--- config.mk ---
export PLATFORM = sky130hd
export DESIGN_NAME = lot_round_ctrl
export DESIGN_NICKNAME = d
export VERILOG_FILES = /design/src/rtl/lot_pkg.sv /design/src/rtl/btn_sync_edge.sv /design/src/rtl/lot_round_ctrl.sv
export SDC_FILE = /design/constraint.sdc
export NUM_CORES = 1
export LEC_CHECK = 0
export BUFFER_PORTS_ARGS = -buffer_cell sky130_fd_sc_hd__buf_2
export CAP_MARGIN = 20
export CORE_MARGIN = 2
export CORE_UTILIZATION = 58
export DETAILED_ROUTE_END_ITERATION = 10
export MAX_ROUTING_LAYER = met4
export PLACE_DENSITY = 0.86
export SYNTH_ARGS = -nofsm -noshare
export SYNTH_HDL_FRONTEND = slang
export SYNTH_SLANG_ARGS = --single-unit
export TNS_END_PERCENT = 30
--- constraint.sdc ---
create_clock -name clk -period 2.3 [get_ports clk]
set_clock_uncertainty 0.05 [all_clocks]
set_input_delay 0.23 -clock clk [delete_from_list [all_inputs] [get_ports clk]]
set_output_delay 0.23 -clock clk [all_outputs]
set_load 0.05 [all_outputs]
--- src/rtl/lot_pkg.sv ---
// Shared types and default constants for the Lot round sequencer.
package lot_pkg;

    typedef enum logic [2:0] {
        S_IDLE   = 3'd0,
        S_P1     = 3'd1,
        S_P1_END = 3'd2,
        S_P2     = 3'd3,
        S_P2_END = 3'd4,
        S_RESULT = 3'd5
    } state_t;

    localparam logic [1:0] TURN_IDLE   = 2'b00;
    localparam logic [1:0] TURN_P1     = 2'b01;
    localparam logic [1:0] TURN_P2     = 2'b10;
    localparam logic [1:0] TURN_RESULT = 2'b11;

    localparam int DEF_MAX_NUMS    = 4;
    localparam int DEF_MAX_VAL     = 9;
    localparam int DEF_TIMEOUT_CYC = 50_000_000;

    // The *_END states still belong to the player whose turn is closing.
    function automatic logic [1:0] turn_of(input state_t s);
        case (s)
            S_P1, S_P1_END: turn_of = TURN_P1;
            S_P2, S_P2_END: turn_of = TURN_P2;
            S_RESULT:       turn_of = TURN_RESULT;
            default:        turn_of = TURN_IDLE;
        endcase
    endfunction

endpackage

--- src/rtl/btn_sync_edge.sv ---
// Two-flop synchroniser followed by a registered rising-edge pulse.
module btn_sync_edge (
    input  logic clk,
    input  logic reset,
    input  logic btn,
    output logic pulse
);

    logic s1_reg;
    logic s2_reg;
    logic prev_reg;
    logic pulse_reg;

    always_ff @(posedge clk or posedge reset) begin
        if (reset) begin
            s1_reg    <= 1'b0;
            s2_reg    <= 1'b0;
            prev_reg  <= 1'b0;
            pulse_reg <= 1'b0;
        end else begin
            s1_reg    <= btn;
            s2_reg    <= s1_reg;
            prev_reg  <= s2_reg;
            pulse_reg <= s2_reg & ~prev_reg;
        end
    end

    assign pulse = pulse_reg;

endmodule

--- src/rtl/lot_round_ctrl.sv ---
// Round sequencer: conditions board inputs, alternates player turns and
// issues single-cycle insert / end-of-turn / end-of-game strobes to Lot.
module lot_round_ctrl
    import lot_pkg::*;
#(
    parameter int MAX_NUMS    = DEF_MAX_NUMS,
    parameter int MAX_VAL     = DEF_MAX_VAL,
    parameter int TIMEOUT_CYC = DEF_TIMEOUT_CYC
) (
    input  logic       clk,
    input  logic       reset,
    input  logic       btn_insere,
    input  logic       btn_fim,
    input  logic       btn_fim_jogo,
    input  logic [3:0] num_sw,
    output logic [3:0] lot_num,
    output logic       lot_insere,
    output logic       lot_fim,
    output logic       lot_fim_jogo,
    output logic [1:0] turn,
    output logic [3:0] count,
    output logic       err,
    output logic       timed_out
);

    localparam int TW = $clog2(TIMEOUT_CYC + 1);
    localparam logic [TW-1:0] TMO_LAST = TW'(TIMEOUT_CYC - 1);
    localparam logic [3:0]    MAX_N    = 4'(MAX_NUMS);
    localparam logic [3:0]    MAX_V    = 4'(MAX_VAL);

    logic [2:0] btn_raw;
    logic [2:0] btn_edge;
    logic       ins_e, fim_e, fj_e;

    assign btn_raw = {btn_fim_jogo, btn_fim, btn_insere};

    generate
        for (genvar gi = 0; gi < 3; gi++) begin : g_btn
            btn_sync_edge u_btn (
                .clk   (clk),
                .reset (reset),
                .btn   (btn_raw[gi]),
                .pulse (btn_edge[gi])
            );
        end
    endgenerate

    assign ins_e = btn_edge[0];
    assign fim_e = btn_edge[1];
    assign fj_e  = btn_edge[2];

    logic [3:0] num_s1_reg, num_sync_reg;

    always_ff @(posedge clk or posedge reset) begin
        if (reset) begin
            num_s1_reg   <= '0;
            num_sync_reg <= '0;
        end else begin
            num_s1_reg   <= num_sw;
            num_sync_reg <= num_s1_reg;
        end
    end

    state_t     state_reg, state_next;
    logic [3:0] count_reg, count_next, count_inc;
    logic [TW-1:0] tmo_reg, tmo_next;
    logic       pend_reg, pend_next;
    logic       timed_out_reg, timed_out_next;
    logic [3:0] num_reg, num_next;
    logic       ins_reg, ins_next;
    logic       fim_reg, fim_next;
    logic       fj_reg, fj_next;
    logic       err_reg, err_next;
    logic       end_turn;

    assign count_inc = count_reg + 4'd1;

    always_comb begin
        state_next     = state_reg;
        count_next     = count_reg;
        tmo_next       = tmo_reg;
        pend_next      = pend_reg;
        timed_out_next = timed_out_reg;
        num_next       = '0;
        ins_next       = 1'b0;
        fim_next       = 1'b0;
        fj_next        = 1'b0;
        err_next       = 1'b0;
        end_turn       = 1'b0;

        case (state_reg)
            S_IDLE: begin
                if (ins_e) begin
                    state_next     = S_P1;
                    count_next     = '0;
                    tmo_next       = '0;
                    pend_next      = 1'b0;
                    timed_out_next = 1'b0;
                end
            end
            S_P1, S_P2: begin
                if (fj_e) begin
                    fj_next    = 1'b1;
                    state_next = S_IDLE;
                    count_next = '0;
                    tmo_next   = '0;
                    pend_next  = 1'b0;
                end else if (pend_reg) begin
                    // Deferred close keeps lot_fim one cycle behind lot_insere.
                    end_turn = 1'b1;
                end else if (ins_e || fim_e) begin
                    tmo_next = '0;
                    if (ins_e) begin
                        if (num_sync_reg <= MAX_V) begin
                            ins_next   = 1'b1;
                            num_next   = num_sync_reg;
                            count_next = count_inc;
                            if (count_inc == MAX_N)
                                pend_next = 1'b1;
                        end else begin
                            err_next = 1'b1;
                        end
                        if (fim_e)
                            pend_next = 1'b1;
                    end else begin
                        end_turn = 1'b1;
                    end
                end else if (tmo_reg == TMO_LAST) begin
                    end_turn       = 1'b1;
                    timed_out_next = 1'b1;
                end else begin
                    tmo_next = tmo_reg + TW'(1);
                end

                if (end_turn) begin
                    state_next = (state_reg == S_P1) ? S_P1_END : S_P2_END;
                    fim_next   = 1'b1;
                    count_next = '0;
                    pend_next  = 1'b0;
                    tmo_next   = '0;
                end
            end
            S_P1_END: begin
                state_next     = S_P2;
                tmo_next       = '0;
                timed_out_next = 1'b0;
            end
            S_P2_END: begin
                state_next = S_RESULT;
            end
            S_RESULT: begin
                if (fj_e) begin
                    fj_next    = 1'b1;
                    state_next = S_IDLE;
                end
            end
            default: begin
                state_next = S_IDLE;
                count_next = '0;
                tmo_next   = '0;
                pend_next  = 1'b0;
            end
        endcase
    end

    always_ff @(posedge clk or posedge reset) begin
        if (reset) begin
            state_reg     <= S_IDLE;
            count_reg     <= '0;
            tmo_reg       <= '0;
            pend_reg      <= 1'b0;
            timed_out_reg <= 1'b0;
            num_reg       <= '0;
            ins_reg       <= 1'b0;
            fim_reg       <= 1'b0;
            fj_reg        <= 1'b0;
            err_reg       <= 1'b0;
        end else begin
            state_reg     <= state_next;
            count_reg     <= count_next;
            tmo_reg       <= tmo_next;
            pend_reg      <= pend_next;
            timed_out_reg <= timed_out_next;
            num_reg       <= num_next;
            ins_reg       <= ins_next;
            fim_reg       <= fim_next;
            fj_reg        <= fj_next;
            err_reg       <= err_next;
        end
    end

    assign lot_num      = num_reg;
    assign lot_insere   = ins_reg;
    assign lot_fim      = fim_reg;
    assign lot_fim_jogo = fj_reg;
    assign err          = err_reg;
    assign count        = count_reg;
    assign timed_out    = timed_out_reg;
    assign turn         = turn_of(state_reg);

endmodule

Word level (Yosys, flattened, before mapping)
Index checks and enable logic that the tools add are counted.

word-level totals
  bits in registers = 63
  input port bits = 9
  output and inout port bits = 15
  word-level logic and storage cells = 129

cells by class
  $add $sub $neg = 2
  magnitude comparators = 1
  eq/ne operators = 17
  muxes and demuxes = 64
  bitwise gates (word level) = 8
  reduce and logical (&&, ||, !) cells = 13

operators by type and width
  cell                                                                     number
  26-bit two-way mux                                                       6
  26-bit one-hot mux with 3 select lines                                   1
  4-bit two-way mux                                                        13
  1-bit two-way mux                                                        35
  26-bit by 1-bit adder with 26-bit output, second input constant          1
  26-bit == test, second input constant                                    1
  3-bit one-hot mux with 5 select lines                                    1
  3-bit two-way mux                                                        4
  4-bit by 3-bit inequality test with 1-bit output, second input constant  3
  4-bit one-hot mux with 3 select lines                                    1
  6-bit AND reduction                                                      2
  2-bit inequality test, second input constant                             4
  2-bit OR reduction                                                       4
  3-bit by 2-bit == test with 1-bit output, second input constant          2
  3-bit == test, second input constant                                     2
  1-bit one-hot mux with 3 select lines                                    2
  2-bit one-hot mux with 3 select lines                                    1
  3-bit OR reduction                                                       2
  5-bit by 4-bit inequality test with 1-bit output, second input constant  1
  1-bit NOT                                                                5
  4-bit by 1-bit adder with 4-bit output, second input constant            1
  4-bit by 3-bit == test with 1-bit output, second input constant          1
  4-bit less-or-equal comparator, second input constant                    1
  4-bit by 2-bit inequality test with 1-bit output, second input constant  1
  other kinds (8)                                                          10

Depth between registers and ports, before layout
Gate-level depths: netlist (run 1).

  depth in word-level cells = 11
  gate-level depth with buffers = 7
  mapped depth without buffers = 5

By module
From an unflattened synthesis (run 1), not the netlist that was laid out.

second synthesis, totals
  cell total of the unflattened synthesis = 266
  area, all modules = 2865.2 um2

by module, submodules not included
  module          times used  cells each  area each (um2)  seq. area each (um2)
  lot_round_ctrl  1           248         2512.4           1276.2
  btn_sync_edge   3           6           117.6            100.1

Least setup slack after synthesis (run 1)
Ideal clock, no wire load.

  path kind = reg2reg
  from = reg g_btn[0].u_btn.pulse_reg
  to = reg count_reg[0] (netlist: count[0])
  data arrival time = 1.867 ns
  required time = 2.125 ns
  path slack = 0.258 ns
  stages on the path, launching flop included = 8
  path buffers = 2
  cells stage by stage = dfrtp_1 buf_6 nor4b_1 nand3_1 or4_4 buf_6 a31o_1 mux2_4

on the way
  word-level cells in the longest chain between the ends = 7
  elaborated cells on any way between the ends = 14

RTL lines
  element                                                                                               RTL line                                      source
  start, declared                                                                                       btn_sync_edge.sv:12                           logic pulse_reg;
  start signal, assigned                                                                                btn_sync_edge.sv:24                           pulse_reg <= s2_reg & ~prev_reg;
  1-bit two-way mux / 1-bit logical OR (equally long branches)                                          lot_round_ctrl.sv:113, lot_round_ctrl.sv:111
  1-bit two-way mux                                                                                     lot_round_ctrl.sv:111                         end else if (ins_e || fim_e) begin
  1-bit two-way mux                                                                                     lot_round_ctrl.sv:108                         end else if (pend_reg) begin
  1-bit two-way mux                                                                                     lot_round_ctrl.sv:102                         if (fj_e) begin
  1-bit two-way mux                                                                                     lot_round_ctrl.sv:91                          case (state_reg)
  4-bit by 2-bit inequality test with 1-bit output (no source line), or another cell as far along       n/a
  6-bit AND reduction (no source line) / 4-bit one-hot mux with 3 select lines (equally long branches)  n/a
  end signal, assigned                                                                                  lot_round_ctrl.sv:180                         count_reg <= count_next;
  end, declared                                                                                         lot_round_ctrl.sv:65                          logic [3:0] count_reg, count_next, count_inc;

Parallel ways exist; a longest one is shown, timed or not. The select of a mux whose other input is x is not followed.
A chain may end at the register's enable or synchronous reset.

Worst setup path after layout (run 1)
  from = reg tmo_reg[0]
  to = reg count_reg[0] (netlist: count[0])

on the way
  word-level cells in the longest chain between the ends = 8
  elaborated cells on any way between the ends = 13

RTL lines
  element                                                                                               RTL line               source
  start, declared                                                                                       lot_round_ctrl.sv:66   logic [TW-1:0] tmo_reg, tmo_next;
  start signal, assigned                                                                                lot_round_ctrl.sv:181  tmo_reg <= tmo_next;
  26-bit == test *                                                                                      lot_round_ctrl.sv:128  end else if (tmo_reg == TMO_LAST) begin
  1-bit two-way mux *                                                                                   lot_round_ctrl.sv:128
  1-bit two-way mux *                                                                                   lot_round_ctrl.sv:111
  1-bit two-way mux *                                                                                   lot_round_ctrl.sv:108
  1-bit two-way mux *                                                                                   lot_round_ctrl.sv:102
  1-bit two-way mux *                                                                                   lot_round_ctrl.sv:91
  4-bit by 2-bit inequality test with 1-bit output (no source line), or another cell as far along       n/a
  6-bit AND reduction (no source line) / 4-bit one-hot mux with 3 select lines (equally long branches)  n/a

Every way passes the cells marked *; elsewhere a longest branch is shown, timed or not. The select of a mux whose other input is x is not followed.

==> results of run 1 <==
[cells in the mapped netlist, drive strengths merged, types with 2 or more instances]
library cell  instances  share of area
nor2b                 5          0.011
dfrtp                63           0.57
a31oi                 4         0.0090
buf                   4          0.014
a21oi                 5          0.010
and4                  3          0.010
nor2                 29          0.039
and3                  5          0.011
or3                   3         0.0068
xnor2                17          0.054
nand4                 3         0.0068
or4                   4          0.012
nand3                18          0.032
nor3                 12          0.022
ha                    2         0.0090
o22ai                 2         0.0045
nand2                25          0.034
inv                   8          0.011
nor3b                 3         0.0081
nand2b                2         0.0045
clkbuf                7         0.0099
o21ai                 6          0.011
and2                  2         0.0045
nor4                  8          0.023
o21a                  2         0.0054
[repair_timing]
item / in CTS / in global routing
gates resized for setup: 0 / 1
hold buffers: 8 / 0
endpoints found under the hold margin: 34 / 0
setup endpoints to repair: 0 / 1
setup buffers: 0 / 0
[final timing paths]
| check | end | cells past startpoint |
|---|---|---|
| setup / recovery | count[0] | 5 |
| hold / removal | num_sync_reg[0] | 0 |
| setup reg to reg | count[0] | 5 |
| hold reg to reg | num_sync_reg[0] | 0 |
| max in group asynchronous | tmo_reg[3] | 4 |
| min in group asynchronous | num_s1_reg[2] | 3 |
[through the flow]
stage,worst slack (ns),total power [W],util,cells,instance area (um2)
after detailed placement,0.211,0.00197,0.637,337,2970
after global routing,0.0192,0.00297,0.693,361,3230
after floorplan,0.258,0.00180,-,263,2780
after global placement,0.241,0.00195,0.637,337,2970
final,0.187,0.00282,0.693,361,3230
after CTS,0.194,0.00285,0.692,361,3230
[layer usage]
metal  GRT usage  wire, um  vias up
met4      0.0947        85        0
met3      0.0635       273        9
met5           -         0        -
met1       0.286      2320     1010
met2       0.352      2660       58
li1            -         -     1010
[final cells by class]
class,count,area share
flip-flops and latches,63,0.488
multi-input cells,181,0.343
repair buffers,39,0.0828
clock buffers,9,0.0383
well taps,54,0.0209
clock inverters,7,0.0174
inverters,8,0.00929
[cells by family (layout without fill, tap and decap cells)]
| family | after synthesis | in the layout |
|---|---|---|
| muxes | 2 | 2 |
| buffers and inverters | 19 | 63 |
| xor gates and xnor gates | 18 | 18 |
| and+or+nand+nor | 125 | 125 |
| AOI/OAI and AO/OA | 34 | 34 |
| DFF | 63 | 63 |
| adders and majority gates | 2 | 2 |
[power groups by stage]
stage	combinational, W	sequential [W]	clock (W)
2_1_floorplan	0.000513	0.00129	0
3_3_place_gp	0.000657	0.00129	0
3_5_place_dp	0.000676	0.00129	0
4_1_cts	0.000691	0.00127	0.000890
5_1_grt	0.000746	0.00129	0.000929
6_report	0.000686	0.00128	0.000862
==> results.toml, run 1 <==
[clock_network]
cts_sinks = 63
cts_tree = "built"
htree_levels = 3
clk_path_buf_depth = 2
clk_pin_slew_worst_paths_ns = 0.08
clkLatencyLatePin_ns = 0.34
root_buffer = "clkbuf_8"
cts_buffers = 9

[sta]
min_period_over_period = 0.919
relSlewSlack = 0.514
worst_pin_slew_ns = 0.728
final-setup-viol-count = 0
fin_crit_ns = 2.11
hold_viol_final = 0
fmax_mhz = 473
whs_ns = 0.304
final_max_slew_viol_count = 0
tns_ns = 0
rsz0062_at_grt = "false"

[pwr]
p_switching_w = 0.00102
leakagePower_nw = 1.43
p_sw_frac = 0.361
p_int_w = 0.00180
power_density_nw_per_um2 = 873
p_seq_frac = 0.452
p_clk_frac = 0.305
combPwrFrac = 0.243
max-vdd-ir-drop_mv = 0.666

[detailed_routing]
drt_iter0_markers = 153
routed_wl_mm = 5.34
detail-route-antenna-nets = 0
route.detailed.drc = 0
dr.pass1.iters = 4
dr_total_vias = 2087
wl_per_cell_um = 14.8
via_per_inst = 5.78

[worst_setup_path]
max_stage_delay_ns = 0.60
worstPathRequired_ns = 2.48
rrSetupSlack_ns = 0.19
crit_path_end_kind = "flip-flop"
critPathBufInv = 0
crit_type = "flip-flop to flip-flop"
slowest_stage = "or4_4"
crit_path_start_kind = "flip-flop"
timing.rr.start = "tmo_reg[0]"
crit_chain = "ha_1, nand4_1, or4_4, a31o_1, mux2_4"
crit_path_start = "tmo_reg[0]"
arrival_ns = 2.29
path_delay_family = "simple AND/OR/NAND/NOR gates"
critPathMaxFanout = 11

[synthesis]
ys_seq_elements = 63
yosys.area_share.simple = 0.236
synth_compound_area_frac = 0.0870
syn_area_um2 = 2780
synthFlopType = "dfrtp_1"
async_flop_share = 1.00
yosysSeqAreaShare = 0.568
synth_edf_count = 0
ys_warn_count = 0
syn_inst = 263
synth_nets = 274
synth_xor_area_frac = 0.0568
synth_mux_area_frac = 0.00901
postSynthAreaPerCell_um2 = 10.6
synth_cell_types = 52
synth_top_family_by_area = "simple AND/OR/NAND/NOR gates"
synthAdderAreaFrac = 0.00901

[cells_and_area]
syn2layout_area_growth_pct = 16.4
largest_reg_flops = 26
antenna_cells = 0
multi_input_area_um2 = 1110
nets = 313
final_common_cell = "dfrtp_1"
drive_above_1_share = 0.179
regArea_um2 = 1580
fill_cells = 336
layout_common_cells = "dfrtp_1 (63), nor2_1 (29), nand2_1 (25), buf_2 (23), nand3_1 (18)"

[global_routing]
grt_pass1_vias = 2029
grt_overflow = 0
grt_antenna_before_repair = 0
grt_usage = 0.229
grt_start_max_net_pins = 37
grt_pass1_wl_mm = 8.93

[place]
finalWeightedCongestion = 0.856
port_buffers = 23
dp_hpwl_mm = 3.47

[job]
maxCapViolCount = 0

[min_path]
min_from = "num_s1_reg[0]"
hp-class = "flip-flop to flip-flop"

[floorplanning]
initial_core_util = 0.596
fp.dieW_um = 73.2
dieArea_um2 = 5360
fp.dieH_um = 73.2
core-area_um2 = 4660
std_cell_rows = 25
io_pins = 24

[status]
status = "complete, no violations"
Power figures use the tool's default switching activity.
==> run 2, diff against run 1 <==
--- a/config.mk
+++ b/config.mk
@@ -8,10 +8,10 @@
 export BUFFER_PORTS_ARGS = -buffer_cell sky130_fd_sc_hd__buf_2
 export CAP_MARGIN = 20
 export CORE_MARGIN = 2
-export CORE_UTILIZATION = 58
+export CORE_UTILIZATION = 36
 export DETAILED_ROUTE_END_ITERATION = 10
 export MAX_ROUTING_LAYER = met4
-export PLACE_DENSITY = 0.86
+export PLACE_DENSITY = 0.61
 export SYNTH_ARGS = -nofsm -noshare
 export SYNTH_HDL_FRONTEND = slang
 export SYNTH_SLANG_ARGS = --single-unit
==> results.toml, run 2 (same netlist as run 1, synthesis figures left out) <==
[cells_and_area]
drive_above_1_share = 0.189
layout_common_cells = "dfrtp_1 (63), nor2_1 (29), nand2_1 (25), buf_2 (23), nand3_1 (18)"
nets = 318
fill_cells = 744
largest_reg_flops = 26
final_common_cell = "dfrtp_1"
syn2layout_area_growth_pct = 20.6
antenna_cells = 0

[pwr]
p_seq_frac = 0.425
combPwrFrac = 0.249
p_int_w = 0.00195
power_density_nw_per_um2 = 893
p_clk_frac = 0.326
leakagePower_nw = 1.46
p_switching_w = 0.00103
max-vdd-ir-drop_mv = 0.418
p_sw_frac = 0.346
p_total_w = 0.00299

[worst_setup_path]
crit_path_end_kind = "flip-flop"
crit_type = "flip-flop to flip-flop"
worstPathRequired_ns = 2.47
crit_path_start_kind = "flip-flop"
critPathMaxFanout = 11
timing.rr.start = "tmo_reg[11]"
arrival_ns = 2.29
crit_path_start = "tmo_reg[11]"

[clock_network]
root_buffer = "clkbuf_8"
post_cts_buffers = 0
cts_tree = "built"
htree_levels = 3
cts_buffers = 9
clk_pin_slew_worst_paths_ns = 0.08
clk_path_buf_depth = 2
cts_sinks = 63
clkLatencyLatePin_ns = 0.34

[sta]
rsz0062_at_grt = "false"
hold_viol_final = 0
fmax_mhz = 472
relSlewSlack = 0.566
final_max_slew_viol_count = 0
worst_pin_slew_ns = 0.650
tns_ns = 0
fin_crit_ns = 2.12
whs_ns = 0.301
setup_slack_ns = 0.182
min_period_over_period = 0.921
final-setup-viol-count = 0

[detailed_routing]
drt_iter0_markers = 102
routed_wl_mm = 5.39
dr.pass1.iters = 6
wl_per_cell_um = 13.0
dr_total_vias = 2052
via_per_inst = 4.96
detail-route-antenna-nets = 0
route.detailed.drc = 0

[global_routing]
grt_pass1_vias = 2039
grt_antenna_before_repair = 0
grt_pass1_wl_mm = 9.70
grt_usage = 0.149
grt_overflow = 0
grt_start_max_net_pins = 33

[floorplanning]
std_cell_rows = 32
dieArea_um2 = 8430
fp.dieW_um = 91.8
core-area_um2 = 7610
initial_core_util = 0.365
fp.dieH_um = 91.8
io_pins = 24

[place]
dp_hpwl_mm = 3.64
finalWeightedCongestion = 0.817
pre_cts_ws_ns = 0.201
port_buffers = 23

[job]
maxCapViolCount = 0

[min_path]
min_from = "num_s1_reg[3]"
hp-class = "flip-flop to flip-flop"

[status]
status = "complete, no violations"
run 2: power by group through the flow:
| stage | Sequential, W | Combinational, W | Clock (W) |
|---|---|---|---|
| 2_1_floorplan | 0.00129 | 0.000513 | 0 |
| 3_3_place_gp | 0.00129 | 0.000734 | 0 |
| 3_5_place_dp | 0.00129 | 0.000736 | 0 |
| 4_1_cts | 0.00127 | 0.000748 | 0.00101 |
| 5_1_grt | 0.00128 | 0.000822 | 0.00107 |
| 6_report | 0.00127 | 0.000744 | 0.000975 |
run 2: what timing repair did:
| item | CTS | global route |
|---|---|---|
| hold buffers | 8 | 0 |
| hold endpoints to repair | 37 | 0 |
| gates resized for setup | 0 | 0 |
run 2: stage by stage:
stage | utilization | cells | instance area, um2
3_5_place_dp | 0.403 | 390 | 3060
2_1_floorplan | - | 263 | 2780
3_3_place_gp | 0.403 | 390 | 3060
6_report | 0.440 | 414 | 3350
5_1_grt | 0.440 | 414 | 3350
4_1_cts | 0.440 | 414 | 3350
run 2: final timing paths:
| kind | to | slack (ns) | depth (start not counted) |
|---|---|---|---|
| min | num_sync_reg[3] | 0.30 | 0 |
| min reg2reg | num_sync_reg[3] | 0.30 | 0 |
| min in group asynchronous | g_btn[2].u_btn.s1_reg | 0.47 | 3 |
| max reg2reg | count[0] | 0.18 | 5 |
| max in group asynchronous | count[2] | 1.04 | 4 |
| max | count[0] | 0.18 | 5 |
run 2: area by class of cell:
class                   count  area [um2]  area share
clock buffers               9         124      0.0370
clock inverters             7        80.1      0.0239
inverters                   8        30.0     0.00897
multi-input cells         181        1100       0.330
flip-flops and latches     63        1580       0.471
well taps                 102         128      0.0381
repair buffers             44         305      0.0912
run 2: critical path: stages (launching register included):
cell and delay (ns):
dfrtp_1 0.43, nor4bb_1 0.36, nand3_1 0.14, or4_4 0.53, a31o_1 0.23, mux2_4 0.26
run 2: routing by layer:
metal / GRT usage / share of wire / vias to the layer above
li1: - / - / 1016
met1: 0.200 / 0.50 / 990
met5: - / 0 / -
met3: 0.0435 / 0.040 / 6
met4: 0.0510 / 0.0089 / 0
met2: 0.217 / 0.45 / 40
